## src/rtl/inst_fetch_unit.sv

```systemverilog
// Instruction fetch front end: fetch PC, req/ack memory port, instruction buffer, redirects.
// Optional IFU_BYPASS_EN: forward an ack straight to decode when the buffer is empty.
module inst_fetch_unit #(
  parameter logic [31:0] RESET_PC   = 32'h0000_0000,
  parameter int unsigned FIFO_DEPTH = 2
) (
  input  logic        clk,
  input  logic        rst_n,
  input  logic        redirect_valid,
  input  logic [31:0] redirect_pc,
  output logic        imem_req,
  output logic [31:0] imem_addr,
  input  logic        imem_ack,
  input  logic [31:0] imem_rdata,
  output logic        inst_valid,
  input  logic        inst_ready,
  output logic [31:0] inst_data,
  output logic [31:0] inst_pc,
  output logic [31:0] fetch_pc
);

  localparam int unsigned PtrW = (FIFO_DEPTH > 1) ? $clog2(FIFO_DEPTH) : 1;
  localparam int unsigned CntW = PtrW + 1;
  localparam logic [CntW-1:0] DepthC = CntW'(FIFO_DEPTH);

  typedef enum logic [1:0] {StIdle, StReq, StDrop} state_e;

  state_e          state_q, state_d;
  logic [31:0]     pc_q, pc_d;
  logic [31:0]     addr_q, addr_d;
  logic [31:0]     buf_data_q [FIFO_DEPTH];
  logic [31:0]     buf_pc_q   [FIFO_DEPTH];
  logic [PtrW-1:0] rd_ptr_q, wr_ptr_q;
  logic [CntW-1:0] count_q, count_d;
  logic [31:0]     hold_data_q, hold_pc_q;
  logic            fifo_empty, bypass, push, pop;
  logic [31:0]     target, pc_inc;

  assign target     = {redirect_pc[31:2], 2'b00};
  assign pc_inc     = pc_q + 32'd4;
  assign fifo_empty = (count_q == '0);

`ifdef IFU_BYPASS_EN
  assign bypass = fifo_empty && (state_q == StReq) && imem_ack && !redirect_valid;
`else
  assign bypass = 1'b0;
`endif

  assign inst_valid = !fifo_empty || bypass;
  assign inst_data  = bypass ? imem_rdata : (!fifo_empty ? buf_data_q[rd_ptr_q] : hold_data_q);
  assign inst_pc    = bypass ? imem_addr  : (!fifo_empty ? buf_pc_q[rd_ptr_q]   : hold_pc_q);

  // A redirect flushes the buffer, so any pop or push in that cycle is void.
  assign pop  = !fifo_empty && inst_ready && !redirect_valid;
  assign push = (state_q == StReq) && imem_ack && !redirect_valid && !(bypass && inst_ready);

  assign imem_req  = (state_q == StReq) || (state_q == StDrop);
  assign imem_addr = addr_q;
  assign fetch_pc  = pc_q;

  always_comb begin
    count_d = count_q;
    if (redirect_valid) begin
      count_d = '0;
    end else begin
      count_d = count_q + CntW'(push) - CntW'(pop);
    end
  end

  always_comb begin
    state_d = state_q;
    pc_d    = pc_q;
    addr_d  = addr_q;
    unique case (state_q)
      StIdle: begin
        if (redirect_valid) begin
          pc_d    = target;
          addr_d  = target;
          state_d = StReq;
        end else if (count_q < DepthC) begin
          addr_d  = pc_q;
          state_d = StReq;
        end
      end
      StReq: begin
        if (redirect_valid) begin
          pc_d = target;
          if (imem_ack) begin
            addr_d  = target;
            state_d = StReq;
          end else begin
            // Request already on the bus; swallow its data before refetching.
            state_d = StDrop;
          end
        end else if (imem_ack) begin
          pc_d = pc_inc;
          if (count_d < DepthC) begin
            addr_d  = pc_inc;
            state_d = StReq;
          end else begin
            state_d = StIdle;
          end
        end
      end
      StDrop: begin
        if (redirect_valid) begin
          pc_d = target;
        end
        if (imem_ack) begin
          addr_d  = pc_d;
          state_d = StReq;
        end
      end
      default: state_d = StIdle;
    endcase
  end

  always_ff @(posedge clk or negedge rst_n) begin
    if (!rst_n) begin
      state_q     <= StIdle;
      pc_q        <= RESET_PC;
      addr_q      <= '0;
      rd_ptr_q    <= '0;
      wr_ptr_q    <= '0;
      count_q     <= '0;
      hold_data_q <= '0;
      hold_pc_q   <= '0;
      for (int i = 0; i < FIFO_DEPTH; i++) begin
        buf_data_q[i] <= '0;
        buf_pc_q[i]   <= '0;
      end
    end else begin
      state_q <= state_d;
      pc_q    <= pc_d;
      addr_q  <= addr_d;
      count_q <= count_d;
      if (inst_valid) begin
        hold_data_q <= inst_data;
        hold_pc_q   <= inst_pc;
      end
      if (redirect_valid) begin
        rd_ptr_q <= '0;
        wr_ptr_q <= '0;
      end else begin
        if (push) begin
          buf_data_q[wr_ptr_q] <= imem_rdata;
          buf_pc_q[wr_ptr_q]   <= pc_q;
          wr_ptr_q             <= wr_ptr_q + PtrW'(1);
        end
        if (pop) begin
          rd_ptr_q <= rd_ptr_q + PtrW'(1);
        end
      end
    end
  end

endmodule

```

## config.mk

```make
export PLATFORM = sky130hd
export DESIGN_NAME = inst_fetch_unit
export DESIGN_NICKNAME = d
export VERILOG_FILES = /design/src/rtl/inst_fetch_unit.sv
export SDC_FILE = /design/constraint.sdc
export NUM_CORES = 1
export LEC_CHECK = 0
export ABC_AREA = 1
export CAP_MARGIN = 10
export CORE_MARGIN = 10
export CORE_UTILIZATION = 54
export DETAILED_ROUTE_END_ITERATION = 10
export PLACE_DENSITY = 0.8
export SYNTH_ARGS = -nofsm -noshare
export SYNTH_HDL_FRONTEND = slang
export SYNTH_SLANG_ARGS = --single-unit
export TNS_END_PERCENT = 20
```

## constraint.sdc

```tcl
create_clock -name clk -period 2.6 [get_ports clk]
set_clock_uncertainty 0.05 [all_clocks]
set_input_delay 0.52 -clock clk [delete_from_list [all_inputs] [get_ports clk]]
set_output_delay 0.52 -clock clk [all_outputs]
set_load 0.05 [all_outputs]
```

After elaboration in Yosys (flattened, before gate mapping)
Cells that the tools add are included.

storage, ports and cells
  register bits = 262
  bits in latches = 0
  RAM bits = 0
  ROM bits = 0
  logic and storage cells = 88
  memories = 0
  output and inout port bits = 130
  input bits = 69

cells by class
  div/mod/pow operators = 0
  muxes and demuxes = 37
  shifts and indexed selects = 0
  eq/ne operators = 7
  multiply operators = 0
  bitwise operators = 3
  reduce and logical (&&, ||, !) cells = 19
  $add $sub $neg = 5
  order comparisons = 5

operators with widths
  operator                                        number
  2-to-1 mux 32 bit                               19
  bitwise mux 64 bit                              2
  one-hot mux 32 bit (3 select lines)             1
  one-hot mux 32 bit (2 select lines)             1
  adder 32 x 3 -> 32 bit (second input constant)  1
  demux 32 bit (select 1 bit)                     1
  2-to-1 mux 2 bit                                7
  != test 3 bit (second input constant)           2
  one-hot mux 2 bit (3 select lines)              1
  nonzero test 2 bit                              3
  logical AND 1 bit                               5
  2-to-1 mux 1 bit                                5
  AND reduction 5 bit                             1
  >= comparator 2 bit (second input constant)     2
  logical NOT 2 bit                               2
  < comparator 2 bit (second input constant)      2
  != test 2 bit (second input constant)           2
  NOT 1 -> 2 bit                                  2
  AND reduction 2 bit                             2
  != test 3 x 2 -> 1 bit (second input constant)  1
  AND reduction 3 bit                             1
  nonzero test 3 bit                              1
  adder 1 bit (second input constant)             2
  adder 2 x 1 -> 2 bit                            1
  other kinds (8)                                 9

Longest topological paths before layout
Gate-level depths: netlist of run 1.

  word-level depth = 11
  mapped depth = 16
  gate-level depth less buffers = 15

Least setup slack after synthesis of run 1
OpenSTA, ideal clock, no wires.

  path kind = register to output
  start = register count_q[1]
  end = output inst_pc[22]
  setup slack = -0.034 ns
  path buffers = 1
  arrival time = 2.064 ns
  data required time = 2.030 ns
  cell stages (with the launch flop) = 6
  cells stage by stage = dfrtp_1 nor2_1 inv_1 clkbuf_1 nor2_1 a21oi_1

on the way
  longest elaborated chain between the ends = 2

RTL lines
  element                   RTL line  RTL
  start: declaration        34        logic [CntW-1:0] count_q, count_d;
  start signal: assignment  136       count_q <= count_d;
  logical NOT 2 bit         41        assign fifo_empty = (count_q == '0);
  2-to-1 mux 32 bit         51        assign inst_pc = bypass ? imem_addr : (!fifo_empty ? buf_pc_q[rd_ptr_q] : hold_pc_q);
  end: declaration          18        output logic [31:0] inst_pc,

No other way between the ends.

Worst setup path after layout of run 1
  start = register count_q[1]
  end = output inst_pc[1]

Same word-level chain as after synthesis.

==> qor.yml, run 1 <==
global_route:
  grt.total_usage_pct: 23.5
  grt_max_degree: 109
  antenna_found_initial: 1
  grt_pass1_wl_um: 59100
  grt_pass1_vias: 11300
  grt_overflow: 0
logic_synthesis:
  synth_top_area_share_pct: 52.0
  synth_top_family_by_area: "simple AND/OR/NAND/NOR gates"
  ys.flop_type: "dfrtp_1"
  synth_top_area_cell: "dfrtp_1"
  ys_seq_area_share_pct: 52.0
  ys_top_cells_by_area: "dfrtp_1 52%, nand2_1 13%, a21oi_1 9.2%, o21ai_0 4.8%, nor2_1 4.6%"
  synthTopCellsByCount: "449 x nand2_1, 262 x dfrtp_1, 232 x a21oi_1"
  ys_warn_count: 0
  synth-seq-cells: 262
  yosysMostFrequentCell: "nand2_1"
  synth-edff-count: 0
  synth_compound_area_share_pct: 17.6
  synth_nets: 1685
  synth_mux_area_share_pct: 0
  synth_fa_ha_area_share_pct: 0.794
  yosys.area_share.simple_pct: 22.0
  synth_xor_area_share_pct: 0.139
  synthCells: 1608
  ys_async_sr_fraction_pct: 100
  syn_area_um2: 12600
  synth_cell_types: 32
  avgSynthCellArea_um2: 7.84
route:
  route.vias.total: 11800
  drt-pass1-iter-count: 5
  routed_wl_um: 37600
  drt_iter0_drc: 1385
  routedWlPerCell_um: 17.8
  avgViaCountPerCell: 5.56
  drc: 0
  final_antenna_net_count: 0
place:
  portBuffers: 196
  hpwl_um: 24500
  dpl-instance-area_um2: 14800
  place_congestion: 0.898
layout:
  syn2layout_area_growth_pct: 26.5
  final_core_util_pct: 70.0
  nNetsFinal: 1865
  final_layout_size_suffix_gt1_share_pct: 10.5
  final_area_um2: 15900
  ff_latch_area_um2: 6560
  multi_input_area_um2: 5200
  fillers: 1772
clocking:
  cts_tree: "built"
  insertion_delay_ps: 540
  cts_buffers: 27
  htree_levels: 1
  clock-sinks: 262
  cts_max_path_buffers: 3
  cts_root_buf: "clkbuf_16"
  cts.clk_slew.worst_paths_ps: 60
floorplan:
  core_area_um2: 22800
  rows: 55
  die_area_um2: 29800
  ioPinCount: 199
  die_w_um: 173
  initial_core_util_pct: 55.3
  die_h_um: 173
worst_setup_path:
  cp-start-kind: "register"
  worstSetupEndpointType: "output pin"
  cp.required_ps: 2030
  critPathMaxFanout: 41
  timing.rr.start: "count_q[1]"
  crit_arrival_ps: 1990
  crit_start: "count_q[1]"
  critical_path_class: "reg -> out"
hold_path:
  min_from: "buf_pc_q[30]"
  hp-class: "reg -> reg"
sta:
  max_slew_margin_pct: 58.2
  holdWs_ps: 436
  finalSetupTns_ps: 0
  worstMarginPinSlew_ps: 627
  clock.fmax_mhz: 391
  grt_setup_unrepaired: "true"
  post-route-min-period_ps: 2560
  finalSetupViolCount: 0
  slew_viol_final: 0
  fin_crit_sh_pct: 98.5
  final_hold_viol_count: 0
run_status:
  status: "finished clean"
flow_run:
  timing.max_cap.violations: 0
-- logic make-up after synthesis --
kind of cell	Yosys count
adder cells (fa/ha/maj)	8
flip-flops	262
XOR/XNOR	2
AO/OA/AOI/OAI	434
buffers and inverters	208
AND/OR/NAND/NOR	694
-- cell type report --
type	instances	area share, %
Timing Repair Buffer	243	15.4
Clock inverter	7	0.848
Multi-Input combinational cell	1138	32.6
Clock buffer	37	4.66
Tap cell	313	2.46
Sequential cell	262	41.1
Inverter	116	2.79
Antenna cell	1	0.0157
-- what timing repair did --
| action | CTS | global route |
|---|---|---|
| gates resized for setup | 3 | 19 |
| endpoints found under the hold margin | 59 | 0 |
| endpoints found under the setup margin | 33 | 67 |
| gates cloned | 1 | 3 |
| hold buffers | 1 | 0 |
| pin swaps | 1 | 3 |
| setup buffers | 0 | 3 |
-- flip-flops by register name, indices dropped and copies added (netlist names) --
signal / count
count_q: 2
wr_ptr_q: 1
hold_pc_q: 32
rd_ptr_q: 1
buf_data_q: 64
fetch_pc: 32
imem_addr: 32
buf_pc_q: 64
state_q: 2
hold_data_q: 32
-- stage by stage --
stage	instances	setup slack, ps
after floorplan	1608	-34.0
after global placement	2064	-23.9
after detailed placement	2064	-103
after CTS	2110	-7.76
after global routing	2116	-44.3
final	2117	39.8
-- cells in the final DEF (no fill, tap or decap), types with 2 or more instances in the layout --
cell type	n
clkbuf_1	7
a21oi_1	225
inv_1	109
dfrtp_1	260
o21ai_1	65
nand4_1	19
buf_8	2
clkdlybuf4s50_1	127
clkbuf_8	3
buf_4	89
o21ai_0	120
nor2_2	9
bufinv_16	4
clkbuf_16	30
nor2_1	146
ha_1	6
a21oi_2	7
nand3_1	60
dfrtp_2	2
nand2_1	448
inv_4	2
nor2_4	5
buf_12	18
inv_2	4
o211ai_1	14
clkinv_2	3
-- metal layers --
layer  GRT usage [%]  vias to the layer above  wire, µm
li1                -                     5616         -
met1            31.4                     5575     15600
met2            38.0                      527     17700
met3            6.01                       57      3660
met4            5.17                        0       642
met5               0                        -         0
-- worst paths after layout --
kind | end | slack (ps) | cells after the start
setup / recovery | inst_pc[1] | 40 | 6
hold / removal | buf_pc_q[30] | 440 | 2
setup reg to reg | imem_addr[14] | 200 | 15
hold reg to reg | buf_pc_q[30] | 440 | 2
max in group asynchronous | buf_pc_q[11] | 1250 | 3
min in group asynchronous | buf_data_q[13] | 470 | 2
-- worst max-delay path, stage by stage, from the launching register on --
cell     delay [ps]
dfrtp_2         450
nor2_4          220
inv_2           100
buf_12          190
nor2_1          190
a21oi_1          90
buf_4           210
Power of run 1 is left out: the tool's default activity adds up to more than one toggle a clock period on the data nets, which glitch-free logic cannot reach.
==> run 2, diff against run 1 <==
--- a/config.mk
+++ b/config.mk
@@ -8,9 +8,10 @@
 export ABC_AREA = 1
 export CAP_MARGIN = 10
 export CORE_MARGIN = 10
-export CORE_UTILIZATION = 54
+export CORE_UTILIZATION = 60
 export DETAILED_ROUTE_END_ITERATION = 10
-export PLACE_DENSITY = 0.8
+export DONT_BUFFER_PORTS = 1
+export PLACE_DENSITY = 0.76
 export SYNTH_ARGS = -nofsm -noshare
 export SYNTH_HDL_FRONTEND = slang
 export SYNTH_SLANG_ARGS = --single-unit
==> run 2 against run 1 <==
The flow now finishes with violations (hold timing). Global-route usage grew 2.2 points. Final cell count shrank 7.6%. Via count shrank 3.7%. Sequential cell count is the same. Critical path depth is the same. Clock-buffer cell count grew 1. Setup slack gained 33 ps. Non-clock buffer count shrank 123. Die area shrank 8.9%. Maximum frequency grew 1.3%. Cell area shrank 8.7%. Worst hold slack lost 800 ps. Critical path type unchanged.
==> qor.yml, run 2 (synthesized netlist as in run 1, its figures left out) <==
run_status:
  status: "finished, violations left"
  violations: "hold timing"
layout:
  final_core_util_pct: 71.2
  nNetsFinal: 1742
  syn2layout_area_growth_pct: 15.4
  final_common_cell: "nand2_1"
  final_layout_size_suffix_gt1_share_pct: 11.5
  top_regs: "buf_data_q x64, buf_pc_q x64"
  fillers: 1645
  layout_common_cells: "448 x nand2_1, 260 x dfrtp_1, 228 x a21oi_1"
route:
  drt-pass1-iter-count: 5
  routed_wl_um: 36100
  avgViaCountPerCell: 5.79
  drc: 0
  drt_iter0_drc: 1151
  routedWlPerCell_um: 18.5
  final_antenna_net_count: 0
  route.vias.total: 11300
clocking:
  cts_buffers: 27
  htree_levels: 1
  cts_tree: "built"
  insertion_delay_ps: 560
  cts_max_path_buffers: 3
  cts_root_buf: "clkbuf_16"
  cts.clk_slew.worst_paths_ps: 60
  clock-sinks: 262
sta:
  post-route-min-period_ps: 2530
  holdWs_ps: -369
  slew_viol_final: 0
  finalSetupViolCount: 0
  fin_crit_sh_pct: 97.2
  grt_setup_unrepaired: "false"
  max_slew_margin_pct: 58.2
  worstMarginPinSlew_ps: 627
  clock.fmax_mhz: 396
  final_hold_viol_count: 262
place:
  hpwl_um: 22800
  portBuffers: 0
  place_congestion: 0.926
worst_setup_path:
  critical_path_class: "reg -> out"
  timing.rr.start: "state_q[1]"
  worstSetupEndpointType: "output pin"
  cp_num_buf_inv: 3
  crit_arrival_ps: 1960
  max_stage_delay_ps: 410
  critPathMaxFanout: 16
  crit_path_top_delay_cell: "dfrtp_1"
  cpMostUsedCell: "a21oi_1"
  critPathTopFamily: "buffers and inverters"
  cp.required_ps: 2030
  path_cells: "nor2_4, buf_12, clkbuf_16, a21oi_1, a21oi_1, buf_4"
  crit_start: "count_q[0]"
  cp-start-kind: "register"
global_route:
  grt_pass1_vias: 10600
  met2_usage_pct: 40.3
  grtUsageMet3_pct: 8.12
  grt.total_usage_pct: 25.8
  antenna_found_initial: 2
  grt_overflow: 0
  met1_usage_pct: 33.3
  grt_max_degree: 263
  grt_busiest_layer: "met2"
  grt_pass1_wl_um: 56400
floorplan:
  core_area_um2: 20400
  rows: 52
  die_w_um: 165
  die_area_um2: 27200
  initial_core_util_pct: 61.7
  die_h_um: 165
  ioPinCount: 199
hold_path:
  hp-class: "in -> async"
flow_run:
  timing.max_cap.violations: 0
## run 2: metrics by stage
step / instance area, µm² / setup slack [ps] / TNS, ps / hold slack [ps] / cells
floorplan: 12600 / -34.0 / -272 / 174 / 1608
global placement: 13400 / 183 / 0 / 185 / 1896
detailed placement: 13400 / 130 / 0 / 184 / 1896
CTS: 14400 / -19.0 / -81.3 / -387 / 1947
global route: 14500 / 2.21 / 0 / -382 / 1955
finish: 14500 / 72.5 / 0 / -369 / 1957
## run 2: timing repair
action,4_1_cts,5_1_grt
endpoints found under the hold margin,262,262
endpoints found under the setup margin,12,99
pin swaps,0,3
gates resized for setup,5,8
setup buffers,0,6
cloned,2,2
## run 2: area by class of cell
type / count / area, µm² / area share [%]
diodes: 2 / 5.00 / 0.0344
repair buffers: 120 / 1120 / 7.71
multi-input cells: 1138 / 5170 / 35.5
clock buffers: 38 / 767 / 5.27
flip-flops and latches: 262 / 6560 / 45.1
inverters: 116 / 448 / 3.08
clock inverters: 11 / 139 / 0.955
well taps: 270 / 338 / 2.32
## run 2: final timing paths
check	endpoint	slack, ps	cells after the start
worst min-delay path	buf_data_q[20]	-370	0
min in group clk	count_q[0]	30	1
worst min register to register	buf_data_q[9]	430	2
max in group asynchronous	fetch_pc[20]	2530	0
worst max register to register	imem_addr[12]	180	16
worst max-delay path	inst_data[23]	70	6
## run 2: worst reg2reg max path, delay by kind of cell (launching register included)
family / cells / cell delay, ps
flip-flops: 1 / 410
AO/OA/AOI/OAI: 1 / 80
buffers and inverters: 6 / 610
AND/OR/NAND/NOR: 6 / 510
adder cells (fa/ha/maj): 3 / 640
## run 2: layer usage
layer	share of wire, %	vias up
li1	-	5369
met1	40	5375
met2	46	515
met3	11	78
met4	3.2	0
met5	0	-
Power of run 2 is left out for the same reason.
